### src/rtl/peripheral_uart_sync_pkg.sv
// -----------------------------------------------------------------------------
// peripheral_uart_sync_pkg
// Shared constants and helpers for the UART input synchroniser / glitch filter.
//
// Contents:
//   SYNC_STAGES_DEF      default synchroniser depth
//   SYNC_FILTER_LEN_DEF  default number of consecutive differing samples needed
//                        to accept a new level
//   sync_cnt_width(len)  width of the per-channel filter counter,
//                        max(1, $clog2(len))
//
// Optional feature macro used by the filter: PERIPHERAL_UART_SYNC_GLITCH_FILTER_EN
// -----------------------------------------------------------------------------
package peripheral_uart_sync_pkg;

   localparam int SYNC_STAGES_DEF     = 2;
   localparam int SYNC_FILTER_LEN_DEF = 4;

   // A one-sample filter still needs a 1-bit counter so that the compare
   // against FILTER_LEN-1 (== 0) stays well formed.
   function automatic int sync_cnt_width(input int len);
      int w;
      w = $clog2(len);
      return (w < 1) ? 1 : w;
   endfunction

endpackage : peripheral_uart_sync_pkg

### src/rtl/peripheral_uart_glitch_filter_wb.sv
// -----------------------------------------------------------------------------
// peripheral_uart_glitch_filter_wb
// Single-channel glitch filter with registered edge detection. It takes one
// already-synchronised bit and produces a debounced level plus one-cycle rise
// and fall pulses that line up with the cycle the new level first appears.
//
// Build option:
//   PERIPHERAL_UART_SYNC_GLITCH_FILTER_EN defined   -> a new level is accepted
//      only after FILTER_LEN consecutive enabled samples that differ from the
//      current filtered level.
//   PERIPHERAL_UART_SYNC_GLITCH_FILTER_EN undefined -> no counter; the filtered
//      level simply loads the input on every enabled sample.
//
// Parameters:
//   FILTER_LEN   consecutive differing samples needed (>= 1)
//   INIT_VALUE   reset level of the filtered output
//
// Ports:
//   clk_i        clock
//   rst_i        asynchronous active-high reset
//   stage_rst_i  synchronous clear (no edge pulse is produced by the clear)
//   sample_en_i  sample strobe; state holds when low
//   sync_i       synchronised input level
//   filt_o       filtered level
//   rise_o       one-cycle pulse on a 0->1 change of filt_o
//   fall_o       one-cycle pulse on a 1->0 change of filt_o
// -----------------------------------------------------------------------------
module peripheral_uart_glitch_filter_wb
   import peripheral_uart_sync_pkg::*;
#(
   parameter int   FILTER_LEN = SYNC_FILTER_LEN_DEF,
   parameter logic INIT_VALUE = 1'b1
) (
   input  logic clk_i,
   input  logic rst_i,
   input  logic stage_rst_i,
   input  logic sample_en_i,
   input  logic sync_i,
   output logic filt_o,
   output logic rise_o,
   output logic fall_o
);

   logic filt_r;
   logic filt_next_s;
   logic rise_r;
   logic fall_r;

   if (FILTER_LEN < 1) begin : g_len_chk
      $error("peripheral_uart_glitch_filter_wb: FILTER_LEN must be >= 1");
   end

`ifdef PERIPHERAL_UART_SYNC_GLITCH_FILTER_EN

   localparam int               CNT_W    = sync_cnt_width(FILTER_LEN);
   localparam logic [CNT_W-1:0] CNT_LAST = CNT_W'(FILTER_LEN - 1);

   logic [CNT_W-1:0] cnt_r;
   logic [CNT_W-1:0] cnt_next_s;

   // Next counter / level: a matching sample restarts the run, the last
   // differing sample of a full run accepts the new level.
   always_comb begin
      cnt_next_s  = cnt_r;
      filt_next_s = filt_r;
      if (sample_en_i) begin
         if (sync_i == filt_r) begin
            cnt_next_s = '0;
         end else if (cnt_r == CNT_LAST) begin
            filt_next_s = sync_i;
            cnt_next_s  = '0;
         end else begin
            cnt_next_s = cnt_r + 1'b1;
         end
      end else begin
         cnt_next_s  = cnt_r;
         filt_next_s = filt_r;
      end
   end

   // Run-length counter register; a clear discards any pending transition.
   always_ff @(posedge clk_i or posedge rst_i) begin
      if (rst_i) begin
         cnt_r <= '0;
      end else if (stage_rst_i) begin
         cnt_r <= '0;
      end else begin
         cnt_r <= cnt_next_s;
      end
   end

`else

   // Without the filter the level tracks the input on every enabled sample.
   always_comb begin
      filt_next_s = filt_r;
      if (sample_en_i) begin
         filt_next_s = sync_i;
      end else begin
         filt_next_s = filt_r;
      end
   end

`endif

   // Level and edge registers. Pulses are derived from the same next-state
   // value that loads filt_r, so they appear in the cycle the new level does.
   always_ff @(posedge clk_i or posedge rst_i) begin
      if (rst_i) begin
         filt_r <= INIT_VALUE;
         rise_r <= 1'b0;
         fall_r <= 1'b0;
      end else if (stage_rst_i) begin
         filt_r <= INIT_VALUE;
         rise_r <= 1'b0;
         fall_r <= 1'b0;
      end else begin
         filt_r <= filt_next_s;
         rise_r <= ~filt_r &  filt_next_s;
         fall_r <=  filt_r & ~filt_next_s;
      end
   end

   assign filt_o = filt_r;
   assign rise_o = rise_r;
   assign fall_o = fall_r;

endmodule : peripheral_uart_glitch_filter_wb

### src/rtl/peripheral_uart_sync_filter_wb.sv
// -----------------------------------------------------------------------------
// peripheral_uart_sync_filter_wb
// Multi-channel clock-domain synchroniser followed by a per-channel glitch
// filter and edge detector. Intended for UART RX and modem-status inputs
// (CTS, DSR, DCD, RI): it delivers clean levels to the receiver sampler and
// single-cycle change pulses to the modem-status logic.
//
// Build option: PERIPHERAL_UART_SYNC_GLITCH_FILTER_EN enables the counting
// glitch filter; when undefined the filtered level loads the synchroniser
// output on every sample strobe (see peripheral_uart_glitch_filter_wb).
//
// Parameters:
//   WIDTH        number of independent channels
//   STAGES       synchroniser depth (>= 2)
//   FILTER_LEN   consecutive differing samples needed to accept a level (>= 1)
//   INIT_VALUE   reset level of every register (UART idle-high)
//
// Ports:
//   clk_i        clock
//   rst_i        asynchronous active-high reset
//   stage_rst_i  synchronous clear of all state
//   sample_en_i  filter sample strobe (e.g. baud x16 tick)
//   async_dat_i  asynchronous inputs            [WIDTH]
//   sync_dat_o   last synchroniser stage         [WIDTH]
//   filt_dat_o   filtered level                  [WIDTH]
//   rise_o       one-cycle 0->1 pulse of filt    [WIDTH]
//   fall_o       one-cycle 1->0 pulse of filt    [WIDTH]
// -----------------------------------------------------------------------------
module peripheral_uart_sync_filter_wb
   import peripheral_uart_sync_pkg::*;
#(
   parameter int   WIDTH      = 1,
   parameter int   STAGES     = SYNC_STAGES_DEF,
   parameter int   FILTER_LEN = SYNC_FILTER_LEN_DEF,
   parameter logic INIT_VALUE = 1'b1
) (
   input  logic             clk_i,
   input  logic             rst_i,
   input  logic             stage_rst_i,
   input  logic             sample_en_i,
   input  logic [WIDTH-1:0] async_dat_i,
   output logic [WIDTH-1:0] sync_dat_o,
   output logic [WIDTH-1:0] filt_dat_o,
   output logic [WIDTH-1:0] rise_o,
   output logic [WIDTH-1:0] fall_o
);

   if (STAGES < 2) begin : g_stages_chk
      $error("peripheral_uart_sync_filter_wb: STAGES must be >= 2");
   end

   // Stage 0 captures the asynchronous input; stage STAGES-1 is the output.
   logic [STAGES-1:0][WIDTH-1:0] sync_r;

   // Synchroniser chain: clocked every cycle, independent of sample_en_i.
   always_ff @(posedge clk_i or posedge rst_i) begin
      if (rst_i) begin
         sync_r <= {STAGES{{WIDTH{INIT_VALUE}}}};
      end else if (stage_rst_i) begin
         sync_r <= {STAGES{{WIDTH{INIT_VALUE}}}};
      end else begin
         sync_r <= {sync_r[STAGES-2:0], async_dat_i};
      end
   end

   assign sync_dat_o = sync_r[STAGES-1];

   for (genvar c = 0; c < WIDTH; c++) begin : g_chan
      peripheral_uart_glitch_filter_wb #(
         .FILTER_LEN (FILTER_LEN),
         .INIT_VALUE (INIT_VALUE)
      ) u_filt (
         .clk_i       (clk_i),
         .rst_i       (rst_i),
         .stage_rst_i (stage_rst_i),
         .sample_en_i (sample_en_i),
         .sync_i      (sync_r[STAGES-1][c]),
         .filt_o      (filt_dat_o[c]),
         .rise_o      (rise_o[c]),
         .fall_o      (fall_o[c])
      );
   end

endmodule : peripheral_uart_sync_filter_wb

### config.mk
export PLATFORM = sky130hd
export DESIGN_NAME = peripheral_uart_sync_filter_wb
export DESIGN_NICKNAME = d
export VERILOG_FILES = /design/src/rtl/peripheral_uart_sync_pkg.sv /design/src/rtl/peripheral_uart_glitch_filter_wb.sv /design/src/rtl/peripheral_uart_sync_filter_wb.sv
export SDC_FILE = /design/constraint.sdc
export NUM_CORES = 1
export LEC_CHECK = 0
export ABC_AREA = 1
export BUFFER_PORTS_ARGS = -buffer_cell sky130_fd_sc_hd__buf_2
export CORE_AREA = 2 2 39 41
export DETAILED_ROUTE_END_ITERATION = 12
export DIE_AREA = 0 0 41 43
export SLEW_MARGIN = 25
export SYNTH_ARGS = -nofsm -noshare
export SYNTH_HDL_FRONTEND = slang
export SYNTH_SLANG_ARGS = --single-unit
### constraint.sdc
create_clock -name clk_i -period 1.2 [get_ports clk_i]
set_clock_uncertainty 0.1 [all_clocks]
set_input_delay 0.18 -clock clk_i [delete_from_list [all_inputs] [get_ports clk_i]]
set_output_delay 0.18 -clock clk_i [all_outputs]
set_load 0.05 [all_outputs]
Word-level counts from Yosys, hierarchy flattened
Index checks and enable logic that the tools add are counted.
{ "classes": {"mux": 5, "bitwise": 4} }
{ "ops": {"columns": ["op", "count"], "rows": [
  ["two-way mux 1 bit", 4],
  ["AND 1 bit", 2],
  ["two-way mux 2 bit", 1],
  ["inverter 1 bit", 2]
]} }
{ "word_totals": {"reg_bits": 5, "out_inout_bits": 4, "elab_cells": 14} }

Logic depth before layout (Yosys ltp)
Gate-level depths: netlist of run 1.
{ "depth": {"ltp_word": 4, "mapped_depth": 3, "mapped_depth_nobuf": 3} }

Hierarchy
Synthesis of run 1 repeated with hierarchy kept, for this count alone.
{ "unflattened": {"cells_unflattened": 20, "hier_area_um2": 196.4} }
{ "modules_own_cells": {"columns": ["module", "instances", "cells_per_inst", "area_each_um2", "seq_area_each_um2"], "rows": [
  ["peripheral_uart_glitch_filter_wb", 1, 12, 121.4, 76.3],
  ["peripheral_uart_sync_filter_wb", 1, 8, 75.1, 52.6]
]} }

Worst setup path after synthesis of run 1
No wires, ideal clock.
{ "synth_path": {"kind": "register -> register", "startpoint": "reg sync_r, in the netlist sync_dat_o", "endpoint": "reg g_chan[0].u_filt.rise_r", "arrival_ps": 891, "required_ps": 1019, "path_slack_ps": 128, "path_stages_with_launch": 3, "path_buffers": 0, "synth_period_minus_slack_ps": 1072, "cell_sequence": "dfstp_2 nand2_1 nor3_2"} }
{ "synth_via": {"elab_chain_cells": 3} }
{ "synth_rtl": {"columns": ["item", "line_no", "text"], "rows": [
  ["start: declaration", "peripheral_uart_sync_filter_wb.sv:53", "logic [STAGES-1:0][WIDTH-1:0] sync_r;"],
  ["start signal: assignment", "peripheral_uart_sync_filter_wb.sv:58", "sync_r <= {STAGES{{WIDTH{INIT_VALUE}}}};"],
  ["start signal: assignment", "peripheral_uart_sync_filter_wb.sv:60", "sync_r <= {STAGES{{WIDTH{INIT_VALUE}}}};"],
  ["start signal: assignment", "peripheral_uart_sync_filter_wb.sv:62", "sync_r <= {sync_r[STAGES-2:0], async_dat_i};"],
  ["two-way mux 1 bit", "peripheral_uart_glitch_filter_wb.sv:97", "if (sample_en_i) begin"],
  ["AND 1 bit", "peripheral_uart_glitch_filter_wb.sv:119", "rise_r <= ~filt_r & filt_next_s;"],
  ["two-way mux 1 bit", "peripheral_uart_glitch_filter_wb.sv:113", "end else if (stage_rst_i) begin"],
  ["end signal: assignment", "peripheral_uart_glitch_filter_wb.sv:119", null],
  ["end: declaration", "peripheral_uart_glitch_filter_wb.sv:46", "logic rise_r;"]
]} }
No other way between the ends.

Final worst setup path of run 1
{ "layout_path": {"startpoint": "reg g_chan[0].u_filt.filt_r", "endpoint": "out filt_dat_o"} }
{ "layout_lines": {"columns": ["item", "line_no", "text"], "rows": [
  ["start: declaration", "peripheral_uart_glitch_filter_wb.sv:44", "logic filt_r;"],
  ["start signal: assignment", "peripheral_uart_glitch_filter_wb.sv:118", "filt_r <= filt_next_s;"],
  ["end: declaration", "peripheral_uart_sync_filter_wb.sv:43", "output logic [WIDTH-1:0] filt_dat_o,"]
]} }
No word-level cell between the ends.

==> flow_summary_export.csv, run 1 <==
group,metric,value,unit
clocking,cts_num_sinks,5,
finish,area_delta_synth_final,70.5,%
power,sequentialPowerShare,42.1,%
clocking,clk_pin_slew,0.04,ns
yosys,yosysWarnings,0,
finish,n_antenna_cell,0,
yosys,synth-adder-area-share,0,%
die,die_width,41,um
grt,grt-ovfl-total,0,
clocking,cts_tree,"done",
yosys,synth_top_family_by_area,"simple AND/OR/NAND/NOR gates",
yosys,yosys.area_share.simple,24.8,%
clocking,cts_root_buffer,"clkbuf_4",
worst_setup_path,crit_buf_inv,1,
detailed_routing,routed_wl,359,um
grt,grtUsageMet3,9.42,%
clocking,cts_buffers,3,
sta,hold_violations,0,
worst_setup_path,start_kind,"flop",
yosys,ys_seq_area_share,69.1,%
yosys,syn_avg_cell_area,11.7,um2
worst_setup_path,cp.required,0.92,ns
sta,slew_headroom,83.4,%
yosys,synth-xor-area-share,0,%
die,die_height,43,um
yosys,synthMuxAreaShare,0,%
detailed_routing,wl_per_cell,7.64,um
place,numPortBuffers,8,
grt,grt_busiest_layer,"met3",
detailed_routing,drc,0,
place,place_congestion,0.563,
sta,rsz0062_at_grt,"yes",
grt,grt_use_met2,7.19,%
power,clock_power_share,44.7,%
yosys,ys_top_cells_by_area,"dfstp_2 (42%), dfrtp_1 (27%), or2_1 (6.7%)",
worst_setup_path,cpLargestDelayFamily,"flip-flops",
sta,fin_ws,-0.00637,ns
finish,final_cells,47,
run,cap_violations,0,
worst_setup_path,crit_path_top_delay_cell,"dfstp_2",
clocking,clock_path_buffers,2,
yosys,syn-cell-area,186,um2
grt,grt_max_degree,6,
worst_setup_path,cp-end-kind,"output pin",
power,ir_worst_vdd,0.000465,V
grt,grt_pass1_wl,593,um
detailed_routing,vias_per_cell,3.38,
grt,grt.met1_usage,5.19,%
sta,min_period,1.21,ns
status,status,"finished, violations left",
yosys,synthCells,16,
finish,fin_nets,37,
clocking,htree_levels,1,
detailed_routing,drtPass1Iterations,4,
worst_setup_path,crit_fanout,2,
grt,antenna_found_initial,0,
yosys,syn-num-nets,21,
sta,maxSlewViolCount,0,
min_path,min_path_type,"input port to flop",
yosys,synth_top_area_share,42.3,%
yosys,yosysTopAreaCell,"dfstp_2",
worst_setup_path,crit_chain,"buf_8",
place,dpl.hpwl,267,um
power,switching_share,24.0,%
power,p_per_area,1360,nW/um2
status,failed_checks,"negative setup slack",
power,power_leakage,0.165,nW
finish,drive_above_1_share,54.8,%
yosys,ys_seq_elements,5,
sta,fmax,829,MHz
clocking,clk_latency,0.24,ns
power,power.switching,0.000104,W
yosys,synth_compound_area_share,0,%
die,rows,14,
place,post-place-ws,0.121,ns
power,p_comb_share,13.2,%
yosys,synth_cell_types,9,
detailed_routing,drtIter0Drc,2,
place,dpl.cell_count,40,
detailed_routing,vias,159,
die,fp.dieArea,1760,um2
sta,tightestPinTransition,0.250,ns
die,ios,9,
detailed_routing,ant_nets,0,
worst_setup_path,worstSetupPathType,"flop to output pin",
sta,setup_viol,2,
power,p_int,0.000329,W
worst_setup_path,cp.arrival,0.93,ns
worst_setup_path,slowest_delay,0.54,ns
grt,grtUsageTotal,6.04,%
grt,grt_pass1_vias,153,
die,initial_core_util,13.5,%
sta,period_share,101,%
die,core_area,1380,um2
## layout make-up
cell class                      count  area, um2
Clock buffer                        4       26.3
Fill cell                         150       1070
Inverter                            3       11.3
Multi-Input combinational cell      8       46.3
Sequential cell                     5        129
Tap cell                           16       20.0
Timing Repair Buffer               11       85.1
## Yosys cell counts
master	instances
or2_1	2
inv_1	3
nand3b_1	1
nand2_1	2
dfrtp_1	2
nor2_1	1
nor3_2	1
dfstp_2	3
nand3_1	1
## stage by stage
stage                     power, W  hold slack (ns)  setup TNS, ns  utilization (%)  instance area [um2]
after floorplan           0.000212           -0.144              0                -                  186
after global placement    0.000226          -0.0148              0             17.8                  246
after detailed placement  0.000227         -0.00783              0             17.8                  246
after CTS                 0.000442           0.0211        -0.0169             23.0                  318
after global routing      0.000468           0.0143        -0.0858             23.0                  318
final                     0.000433           0.0295       -0.00655             23.0                  318
## routing by layer
metal	vias up	wire, um
met5	-	0
li1	78	-
met1	71	142
met4	0	0
met2	10	152
met3	0	64
## layout by cell type, fill, tap and decap left out, drive strengths merged
cell	n
nand3	1
nor3	1
buf	10
nor2	1
dfrtp	2
nand2	2
inv	3
dlygate4sd3	1
nand3b	1
clkbuf	4
or2	2
dfstp	3
## final timing paths
path / end / slack (ns) / startpoint / cells after the start
setup / recovery: filt_dat_o / -0.006 / g_chan[0].u_filt.filt_o$_DFF_PP1_ / 1
hold / removal: sync_r[0]$_DFF_PP1_ / 0.03 / async_dat_i / 2
setup reg to reg: g_chan[0].u_filt.rise_o$_DFF_PP0_ / 0.21 / sync_dat_o$_DFF_PP1_ / 3
hold reg to reg: sync_dat_o$_DFF_PP1_ / 0.44 / sync_r[0]$_DFF_PP1_ / 1
max in group asynchronous: g_chan[0].u_filt.filt_o$_DFF_PP1_ / 0.48 / rst_i / 3
min in group asynchronous: g_chan[0].u_filt.fall_o$_DFF_PP0_ / 0.28 / rst_i / 3
## state kept, by name (all words and copies together) (netlist names)
name and flops:
g_chan.u_filt.fall_o 1, g_chan.u_filt.filt_o 1, g_chan.u_filt.rise_o 1, sync_dat_o 1, sync_r 1
## logic make-up (layout without fill, tap and decap cells)
logic type    after synthesis  count (layout)
simple gates                8               8
flops                       5               5
buf+inv                     3              18
## power by group through the flow
stage / Combinational, W / Sequential [W] / Clock [W]
after floorplan: 0.0000109 / 0.000201 / 0
after global placement: 0.0000415 / 0.000185 / 0
after detailed placement: 0.0000425 / 0.000185 / 0
after CTS: 0.0000574 / 0.000182 / 0.000202
after global routing: 0.0000613 / 0.000183 / 0.000223
final: 0.0000570 / 0.000182 / 0.000194
## what timing repair did
item,CTS,global route
setup endpoints to repair,2,2
hold buffers,1,0
hold endpoints to repair,5,0
resized for setup,6,0
setup buffers,2,0
(Power assumes the default switching activity.)
==> run 2, diff against run 1 <==
--- a/config.mk
+++ b/config.mk
@@ -10,6 +10,7 @@
 export CORE_AREA = 2 2 39 41
 export DETAILED_ROUTE_END_ITERATION = 12
 export DIE_AREA = 0 0 41 43
+export RECOVER_POWER = 25
 export SLEW_MARGIN = 25
 export SYNTH_ARGS = -nofsm -noshare
 export SYNTH_HDL_FRONTEND = slang
==> flow_summary_export.csv, run 2 (synthesis results as in run 1) <==
group,metric,value,unit
sta,tightestPinTransition,0.250,ns
worst_setup_path,slowest_delay,0.54,ns
worst_setup_path,cp.required,0.92,ns
power,p_int,0.000329,W
finish,n_antenna_cell,0,
clocking,clock_path_buffers,2,
worst_setup_path,worstSetupPathType,"flop to output pin",
sta,setup_viol,2,
sta,hold_violations,0,
finish,final_cells,47,
grt,grt_pass1_vias,153,
finish,final_area,317,um2
place,placed_area,246,um2
power,switching_share,24.0,%
die,initial_core_util,13.5,%
worst_setup_path,cp.arrival,0.93,ns
sta,rsz0062_at_grt,"yes",
finish,drive_above_1_share,51.6,%
grt,grt-ovfl-total,0,
sta,maxSlewViolCount,0,
sta,fmax,829,MHz
clocking,cts_root_buffer,"clkbuf_4",
run,cap_violations,0,
power,ir_worst_vdd,0.000465,V
worst_setup_path,crit_fanout,2,
die,ios,9,
place,numPortBuffers,8,
status,failed_checks,"negative setup slack",
detailed_routing,wl_per_cell,7.55,um
power,p_per_area,1370,nW/um2
power,power.switching,0.000104,W
clocking,cts_num_sinks,5,
status,status,"finished, violations left",
power,sequentialPowerShare,42.1,%
worst_setup_path,cp-end-kind,"output pin",
clocking,htree_levels,1,
grt,antenna_found_initial,0,
sta,slew_headroom,83.4,%
detailed_routing,vias,154,
clocking,clk_latency,0.24,ns
finish,area_delta_synth_final,69.8,%
worst_setup_path,crit_buf_inv,1,
clocking,cts_buffers,3,
power,power_leakage,0.162,nW
detailed_routing,routed_wl,355,um
detailed_routing,drc,0,
die,core_area,1380,um2
die,die_height,43,um
place,place_congestion,0.563,
finish,fin_nets,37,
die,die_width,41,um
finish,layout_commonest_cell,"buf_2",
worst_setup_path,crit_path_top_delay_cell,"dfstp_2",
grt,grtUsageTotal,6.04,%
power,p_comb_share,13.0,%
die,rows,14,
worst_setup_path,start_kind,"flop",
power,clock_power_share,44.8,%
grt,grt_max_degree,6,
sta,fin_ws,-0.00657,ns
clocking,cts_tree,"done",
detailed_routing,vias_per_cell,3.28,
worst_setup_path,crit_chain,"buf_8",
place,dpl.hpwl,267,um
detailed_routing,drtIter0Drc,2,
sta,period_share,101,%
place,dpl.cell_count,40,
grt,grt_pass1_wl,593,um
sta,min_period,1.21,ns
place,post-place-ws,0.121,ns
finish,layout_common_cells,"buf_2 (5), inv_1 (3), clkbuf_4 (3), dfstp_2 (3)",
die,fp.dieArea,1760,um2
detailed_routing,ant_nets,0,
clocking,clk_pin_slew,0.04,ns
min_path,min_path_type,"input port to flop",
detailed_routing,drtPass1Iterations,4,
worst_setup_path,cpLargestDelayFamily,"flip-flops",
-- run 2: cell types whose count changed in the layout (fill, tap and decap cells not counted), sizes merged --
cell and change:
buf -1, clkbuf +1
-- run 2: final timing paths --
kind                                                        start                           endpoint  slack, ns  depth (start not counted)
worst max-delay path            g_chan[0].u_filt.filt_o$_DFF_PP1_                         filt_dat_o     -0.007                          1
worst min-delay path                                  async_dat_i                sync_r[0]$_DFF_PP1_       0.03                          2
worst max register to register               sync_dat_o$_DFF_PP1_  g_chan[0].u_filt.fall_o$_DFF_PP0_       0.21                          4
worst min register to register                sync_r[0]$_DFF_PP1_               sync_dat_o$_DFF_PP1_       0.44                          1
max in group asynchronous                                   rst_i  g_chan[0].u_filt.filt_o$_DFF_PP1_       0.48                          3
min in group asynchronous                                   rst_i  g_chan[0].u_filt.fall_o$_DFF_PP0_       0.28                          3
-- run 2: routing by layer --
metal,track usage [%],part of all wire [%],vias to the layer above
li1,-,-,78
met5,0,0,-
met3,9.42,18,0
met4,2.00,0,0
met1,5.19,39,66
met2,7.19,42,10
-- run 2: power by group through the flow --
stage                      logic, W  registers (W)  clock network [W]
after floorplan           0.0000109       0.000201                  0
after global placement    0.0000415       0.000185                  0
after detailed placement  0.0000425       0.000185                  0
after CTS                 0.0000574       0.000182           0.000202
after global routing      0.0000608       0.000183           0.000223
final                     0.0000564       0.000182           0.000194
-- run 2: cell type report --
cell class / instances / area (um2)
fill: 150 / 1070
sequential: 5 / 129
timing repair buffer: 11 / 83.8
multi-input combinational: 8 / 46.3
clock buffer: 4 / 26.3
tap: 16 / 20.0
inverter: 3 / 11.3
-- run 2: stage by stage --
step	setup TNS [ns]	utilization, %	hold WS, ns	power [W]
floorplan	0	-	-0.144	0.000212
global placement	0	17.8	-0.0148	0.000226
detailed placement	0	17.8	-0.00783	0.000227
CTS	-0.0169	23.0	0.0211	0.000442
global route	-0.0858	22.9	0.0143	0.000467
finish	-0.00713	22.9	0.0272	0.000433
-- run 2: worst reg2reg max path, cell delays in order, from the launching register on --
cell and delay (ns):
dfstp_2 0.54, buf_4 0.11, inv_1 0.03, nand3_1 0.05
nor2_1 0.04
-- run 2: what timing repair did --
item                       CTS  global route
resized for setup            6             0
hold endpoints to repair     5             0
hold buffers                 1             0
setup endpoints to repair    2             2
buffers inserted             2             0
gates cloned                 0             0
